File: src/rtl/user_seq_builder_pkg.sv
// Shared definitions for the user-sequence input stage.
// Holds digit/data widths, the FSM state encoding and the length clamp helper.
package user_seq_builder_pkg;

    localparam int NIBBLE_W   = 4;
    localparam int MAX_DIGITS = 16;
    localparam int CNT_W      = 5;
    localparam int DATA_W     = NIBBLE_W * MAX_DIGITS;

    localparam logic [CNT_W-1:0] MAX_LEN = CNT_W'(MAX_DIGITS);

    typedef enum logic [1:0] {
        ST_IDLE    = 2'd0,
        ST_CAPTURE = 2'd1,
        ST_LOAD    = 2'd2
    } state_t;

    // Out-of-range lengths (0 or more than the register holds) fall back
    // to a full-width sequence.
    function automatic logic [CNT_W-1:0] clamp_len(input logic [CNT_W-1:0] l);
        if (l == '0 || l > MAX_LEN) begin
            return MAX_LEN;
        end
        return l;
    endfunction

endpackage

File: src/rtl/user_seq_builder_rise_detect.sv
// rise_detect: registered rising-edge detector for an already-clean button level.
// Ports: clk, R (sync active-high reset), level (button), press (one-cycle rise).
module rise_detect (
    input  logic clk,
    input  logic R,
    input  logic level,
    output logic press
);

    logic level_q;

    always_ff @(posedge clk) begin
        if (R) begin
            level_q <= 1'b0;
        end else begin
            level_q <= level;
        end
    end

    assign press = level & ~level_q;

endmodule

File: src/rtl/user_seq_builder.sv
// user_seq_builder: collects switch digits on button presses, packs them into a
// 64-bit word and strobes E for one cycle when the programmed length is reached.
// Ports: clk, R (sync reset), start, abort, len, sw, enter -> data, E, count, busy.
module user_seq_builder
    import user_seq_builder_pkg::*;
(
    input  logic                clk,
    input  logic                R,
    input  logic                start,
    input  logic                abort,
    input  logic [CNT_W-1:0]    len,
    input  logic [NIBBLE_W-1:0] sw,
    input  logic                enter,
    output logic [DATA_W-1:0]   data,
    output logic                E,
    output logic [CNT_W-1:0]    count,
    output logic                busy
);

    state_t             state;
    state_t             state_n;
    logic [DATA_W-1:0]  data_n;
    logic [CNT_W-1:0]   count_n;
    logic [CNT_W-1:0]   count_inc;
    logic [CNT_W-1:0]   len_q;
    logic [CNT_W-1:0]   len_n;
    logic               press;

    rise_detect u_enter_rise (
        .clk   (clk),
        .R     (R),
        .level (enter),
        .press (press)
    );

    assign count_inc = count + CNT_W'(1);

    always_comb begin
        state_n = state;
        data_n  = data;
        count_n = count;
        len_n   = len_q;
        unique case (state)
            ST_IDLE: begin
                if (start) begin
                    len_n   = clamp_len(len);
                    data_n  = '0;
                    count_n = '0;
                    state_n = ST_CAPTURE;
                end
            end
            ST_CAPTURE: begin
                // abort beats start beats press
                if (abort) begin
                    data_n  = '0;
                    count_n = '0;
                    state_n = ST_IDLE;
                end else if (start) begin
                    len_n   = clamp_len(len);
                    data_n  = '0;
                    count_n = '0;
                end else if (press) begin
                    data_n  = {data[DATA_W-NIBBLE_W-1:0], sw};
                    count_n = count_inc;
                    if (count_inc == len_q) begin
                        state_n = ST_LOAD;
                    end
                end
            end
            ST_LOAD: begin
                state_n = ST_IDLE;
            end
            default: begin
                state_n = ST_IDLE;
            end
        endcase
    end

    // E and busy are decoded from the next state so they are plain flops
    // aligned with the state they describe.
    always_ff @(posedge clk) begin
        if (R) begin
            state <= ST_IDLE;
            data  <= '0;
            count <= '0;
            len_q <= '0;
            E     <= 1'b0;
            busy  <= 1'b0;
        end else begin
            state <= state_n;
            data  <= data_n;
            count <= count_n;
            len_q <= len_n;
            E     <= (state_n == ST_LOAD);
            busy  <= (state_n == ST_CAPTURE);
        end
    end

endmodule
File: config.mk
export PLATFORM = sky130hd
export DESIGN_NAME = user_seq_builder
export DESIGN_NICKNAME = d
export VERILOG_FILES = /design/src/rtl/user_seq_builder_pkg.sv /design/src/rtl/user_seq_builder_rise_detect.sv /design/src/rtl/user_seq_builder.sv
export SDC_FILE = /design/constraint.sdc
export NUM_CORES = 1
export LEC_CHECK = 0
export CAP_MARGIN = 10
export CORE_MARGIN = 2
export CORE_UTILIZATION = 40
export DETAILED_ROUTE_END_ITERATION = 16
export PLACE_DENSITY = 0.7
export SYNTH_ARGS = -nofsm -noshare
export SYNTH_HDL_FRONTEND = slang
export SYNTH_SLANG_ARGS = --single-unit
File: constraint.sdc
create_clock -name clk -period 2.7 [get_ports clk]
set_input_delay 0.54 -clock clk [delete_from_list [all_inputs] [get_ports clk]]
set_output_delay 0.54 -clock clk [all_outputs]
set_load 0.03 [all_outputs]
Word level (Yosys, flattened, before mapping)
Index checks and enable logic that the tools add are counted.
{"block": "word_totals", "register_bits": 79, "latch_bits": 0, "ramBits": 0, "rom_bits": 0, "input_bits": 14, "wordCells": 53, "mem_count": 0}
{"block": "op_classes", "n_addsub": 1, "n_mul": 0, "div": 0, "n_lt_le_gt_ge": 1, "eq_ne": 8, "n_shift": 0, "muxes": 28, "bitwise_logic": 2, "n_reduce_logical": 6}
{"cell": "64-bit 2-to-1 mux", "n": 4}
{"cell": "64-bit case mux with 2 select lines", "n": 1}
{"cell": "5-bit 2-to-1 mux", "n": 10}
{"cell": "5-bit case mux with 2 select lines", "n": 2}
{"cell": "2-bit 2-to-1 mux", "n": 5}
{"cell": "2-bit != test (second input constant)", "n": 3}
{"cell": "5-bit by 1-bit adder with 5-bit output (second input constant)", "n": 1}
{"cell": "5-bit == test", "n": 1}
{"cell": "5-bit greater-than comparator (second input constant)", "n": 1}
{"cell": "5-bit zero test", "n": 1}
{"cell": "1-bit 2-to-1 mux", "n": 5}
{"cell": "2-bit by 1-bit == test with 1-bit output (second input constant)", "n": 2}
{"cell": "4-bit != test (second input constant)", "n": 1}
{"cell": "2-bit case mux with 2 select lines", "n": 1}
{"cell": "4-bit AND reduction", "n": 1}
{"cell": "3-bit AND reduction", "n": 1}
{"cell": "2-bit == test (second input constant)", "n": 1}
{"cell": "2-bit zero test", "n": 1}
{"cell": "2-bit nonzero test", "n": 1}
{"cell": "1-bit AND", "n": 1}
{"cell": "1-bit logical OR", "n": 1}
{"cell": "1-bit inverter", "n": 1}

Longest topological paths before layout
{"block": "logic_depth", "word_depth": 10, "mapped_depth": 7}

Cells and area by module
A second synthesis with hierarchy kept.
{"block": "unflattened", "hier_cells": 295, "area_unflattened_um2": 2851.5}
{"mod": "user_seq_builder", "n_inst": 1, "cells_per_inst": 292, "area_per_inst_um2": 2803.9, "seq_area_each_um2": 1561.5}
{"mod": "rise_detect", "n_inst": 1, "cells_per_inst": 3, "area_per_inst_um2": 47.5, "seq_area_each_um2": 20.0}

Worst setup path before layout
No wires, ideal clock.
{"block": "synth_timing", "path_type": "input -> register", "from": "input len[3]", "to": "register len_q[3]", "setup_time_ns": 0.065, "t_arrival_ns": 1.688, "required_ns": 2.635, "path_slack_ns": 0.947, "cell_stages": 5, "cell_sequence": "or4_1 > ha_1 > nor3b_1 > a21oi_1 > nor2_1"}
{"block": "synth_via", "elab_chain_len": 10, "word_cells_on_any_way": 14, "cone_classes": "order compare: 1; mux: 11; reduce/logical: 2"}
{"item": "start: declaration", "line_no": "user_seq_builder.sv:11", "source": "input logic [CNT_W-1:0] len,"}
{"item": "5-bit greater-than comparator or 5-bit zero test (tied branches)", "line_no": "user_seq_builder_pkg.sv:21", "source": "if (l == '0 || l > MAX_LEN) begin"}
{"item": "1-bit logical OR", "line_no": "user_seq_builder_pkg.sv:21"}
{"item": "1-bit 2-to-1 mux", "line_no": "user_seq_builder_pkg.sv:21"}
{"item": "1-bit 2-to-1 mux", "line_no": "user_seq_builder.sv:45, user_seq_builder.sv:58"}
{"item": "1-bit 2-to-1 mux", "line_no": "user_seq_builder.sv:54", "source": "if (abort) begin"}
{"item": "1-bit 2-to-1 mux", "line_no": "user_seq_builder.sv:43", "source": "unique case (state)"}
{"item": "5-bit 2-to-1 mux", "line_no": "user_seq_builder_pkg.sv:24", "source": "return l;"}
{"item": "5-bit 2-to-1 mux", "line_no": "user_seq_builder.sv:58", "source": "end else if (start) begin"}
{"item": "5-bit 2-to-1 mux", "line_no": "user_seq_builder.sv:54"}
{"item": "5-bit case mux with 2 select lines (*)", "line_no": "user_seq_builder.sv:43"}
{"item": "end signal: assignment", "line_no": "user_seq_builder.sv:93", "source": "len_q <= len_n;"}
{"item": "end: declaration", "line_no": "user_seq_builder.sv:25", "source": "logic [CNT_W-1:0] len_q;"}
Mark *: on every way between the ends. The rest lies on a longest branch, timed or not. The select of a mux whose other input is x is not followed.
A chain may end at the register's enable or synchronous reset.

Worst setup path in the final report
{"block": "layout_timing", "from": "register count[3]", "to": "output count[3]"}
{"item": "start: declaration", "line_no": "user_seq_builder.sv:16", "source": "output logic [CNT_W-1:0] count,"}
{"item": "start signal: assignment", "line_no": "user_seq_builder.sv:92", "source": "count <= count_n;"}
No word-level cell between the ends.

==> results.toml <==
[setup_path]
cp.required_ns = 2.16
r2r.worst_path.cells = 5
reg2reg_from = "state[0]"
arrival_ns = 1.53
cp-start-kind = "flop"
reg2reg_slack_ns = 0.93
critPathMaxFanout = 6
r2r-end = "data[63]"
critical-path-max-stage-delay_ns = 0.72
path_buf_inv = 1
cpMaxStageDelayCell = "clkdlybuf4s50_1"
critPathTopFamily = "buffers and inverters"
end_kind = "output pin"
cp_cell_sequence = "clkdlybuf4s50_1"
setup.worst_path.class = "reg -> out"

[route]
drc = 0
dr_total_vias = 2461
drt_iter0_drc = 160
drtPass1Iterations = 5
drtAntennaViolNets = 0
routed_via_density = 5.19
totalWireLength_um = 6760
routedWlPerCell_um = 14.3

[clocking]
clkLatencyLatePin_ns = 0.35
root_buffer = "clkbuf_8"
cts_hold_buffers = 0
htree_levels = 3
clock_path_buffers = 2
cts_sinks = 79
path_clk_slew_ns = 0.08
post_cts_buffers = 0
numCtsBuffers = 9
cts_tree = "done"
cts_resized = 0

[global_route]
grt_pass1_vias = 2271
grt_pass1_wl_um = 11000
antenna_found_initial = 0
grt_overflow = 0
grt_max_degree = 66
grt_usage_pct = 18.2

[logic_synthesis]
synth.largest_area_cell = "dfxtp_1"
synth_cell_types = 30
syn-cell-area_um2 = 2840
synth.area.top_cells = "dfxtp_1 56%, a22oi_1 17%, nor2_1 10%"
synth_simple_gate_area_share_pct = 15.6
synth_mux_area_share_pct = 0
synth_nets = 313
synth-compound-area-share_pct = 21.7
yosys_register_bits = 79
yosysWarnings = 0
synth-edff-count = 0
synth_most_common_cell = "dfxtp_1"
synth_top_family_by_area = "compound AO/OA/AOI/OAI gates"
synthCells = 297
synthXorXnorAreaFrac_pct = 1.54
ys.flop_type = "dfxtp_1"
syn_avg_cell_area_um2 = 9.55
synthTopCellsByCount = "79 x dfxtp_1, 76 x nor2_1, 65 x a22oi_1"
seq_area_frac_synth_pct = 55.7
synthAdderAreaFrac_pct = 0.882
yosysTopAreaCellShare_pct = 55.7
synthArstFlopShare_pct = 0

[timing]
setup_ws_ns = 0.635
setup_viol = 0
hold_violations = 0
tightest_slew_ns = 0.644
fmax_ghz = 0.484
rsz0062_at_grt = "false"
fin_crit_ns = 2.07
drv_slew = 0
tns_ns = 0
maxSlewHeadroom_pct = 57.1
fin_crit_sh_pct = 76.5
skew_ns = 0.00700

[pwr]
p_leak_nw = 1.37
peakVddDrop_mv = 0.402
powerDensity_nw_per_um2 = 529

[outcome]
status = "finished clean"

[placed_design]
pre_cts_slack_ns = 0.320
io_buffers = 84
dpl_cell_area_um2 = 3760
place_congestion = 0.794
hpwl_um = 4290

[worst_hold_path]
hold_depth = 2
hold_class = "reg -> reg"
min_to = "data[61]"
worstHoldStart = "data[61]"

[flow_run]
cap_violations = 0

[floorplanning]
io_pins = 85
dieArea_um2 = 7780
coreArea_um2 = 6830
initial_core_util_pct = 41.5
die_x_um = 88.2
rows = 30
die_y_um = 88.2

[finish]
final_core_util_pct = 57.6
layout-drive-gt1-share_pct = 6.61
final_area_um2 = 3940
nets = 389
syn2layout_area_growth_pct = 38.7
n_antenna_cell = 0
==> kinds of logic after synthesis <==
logic type | Yosys count
AO/OA/AOI/OAI | 84
XOR/XNOR | 5
adder cells (fa/ha/maj) | 2
buffers and inverters | 27
flip-flops | 79
AND/OR/NAND/NOR | 100
==> worst max-delay path by stage <==
| stage | startpoint | to | slack, ns | cells past startpoint |
|---|---|---|---|---|
| floorplan | len[3] | len_q[3] | 0.95 | 5 |
| global placement | abort | data[36] | 0.37 | 6 |
| detailed placement | abort | data[63] | 0.32 | 6 |
| CTS | count[3] | count[3] | 0.63 | 1 |
| global route | enter | data[58] | 0.52 | 7 |
| finish | count[3] | count[3] | 0.63 | 1 |
==> flip-flops by register name, summed over array words and instances, names as in the netlist <==
name and flops:
state 2, E 1, len_q 5, busy 1, u_enter_rise.level_q 1, count 5, data 64
==> per-layer routing <==
layer  global-route usage, %  wire, um  up-vias
met1                    24.5      3120     1159
met5                       0         0        -
li1                        -         -     1222
met4                    5.37        45        0
met2                    27.3      3230       76
met3                    7.09       355        4
==> report_power, final <==
group / internal (mW) / switching (mW) / total, mW
combinational: 0.0439 / 0.0741 / 0.118
sequential: 1.17 / 0.00528 / 1.18
clock: 0.341 / 0.444 / 0.785
==> layout by cell type (no fill, tap or decap), drive strengths merged <==
cell            n
buf             7
nor2           77
clkinvlp        2
dfxtp          79
nor3b           5
a21o            3
or3b            1
xor2            1
a22oi          65
inv             4
o21ai           2
nor4            1
or4             1
a211o           1
nand2           3
ha              2
nor3            5
xnor2           4
o2111ai         1
a21oi           7
clkbuf          9
clkdlybuf4s50  83
clkinv          3
a311oi          3
nand3           2
o311ai          1
or3             1
a211oi          1
nor2b           4
==> final cells by class <==
class                      count  area [um^2]
inverter                       2         7.51
sequential                    79         1580
clock inverter                 7         55.1
clock buffer                   9          124
tap                           96          120
fill                         613         2900
multi-input combinational    191         1130
timing repair buffer          90          918
==> stage by stage <==
stage	hold WS (ns)	std cells	total power, mW
2_1_floorplan	0.476	297	1.28
3_3_place_gp	0.483	458	1.32
3_5_place_dp	0.484	458	1.32
4_1_cts	0.506	474	2.11
5_1_grt	0.521	474	2.18
6_report	0.503	474	2.08
Power figures use the tool's default switching activity.
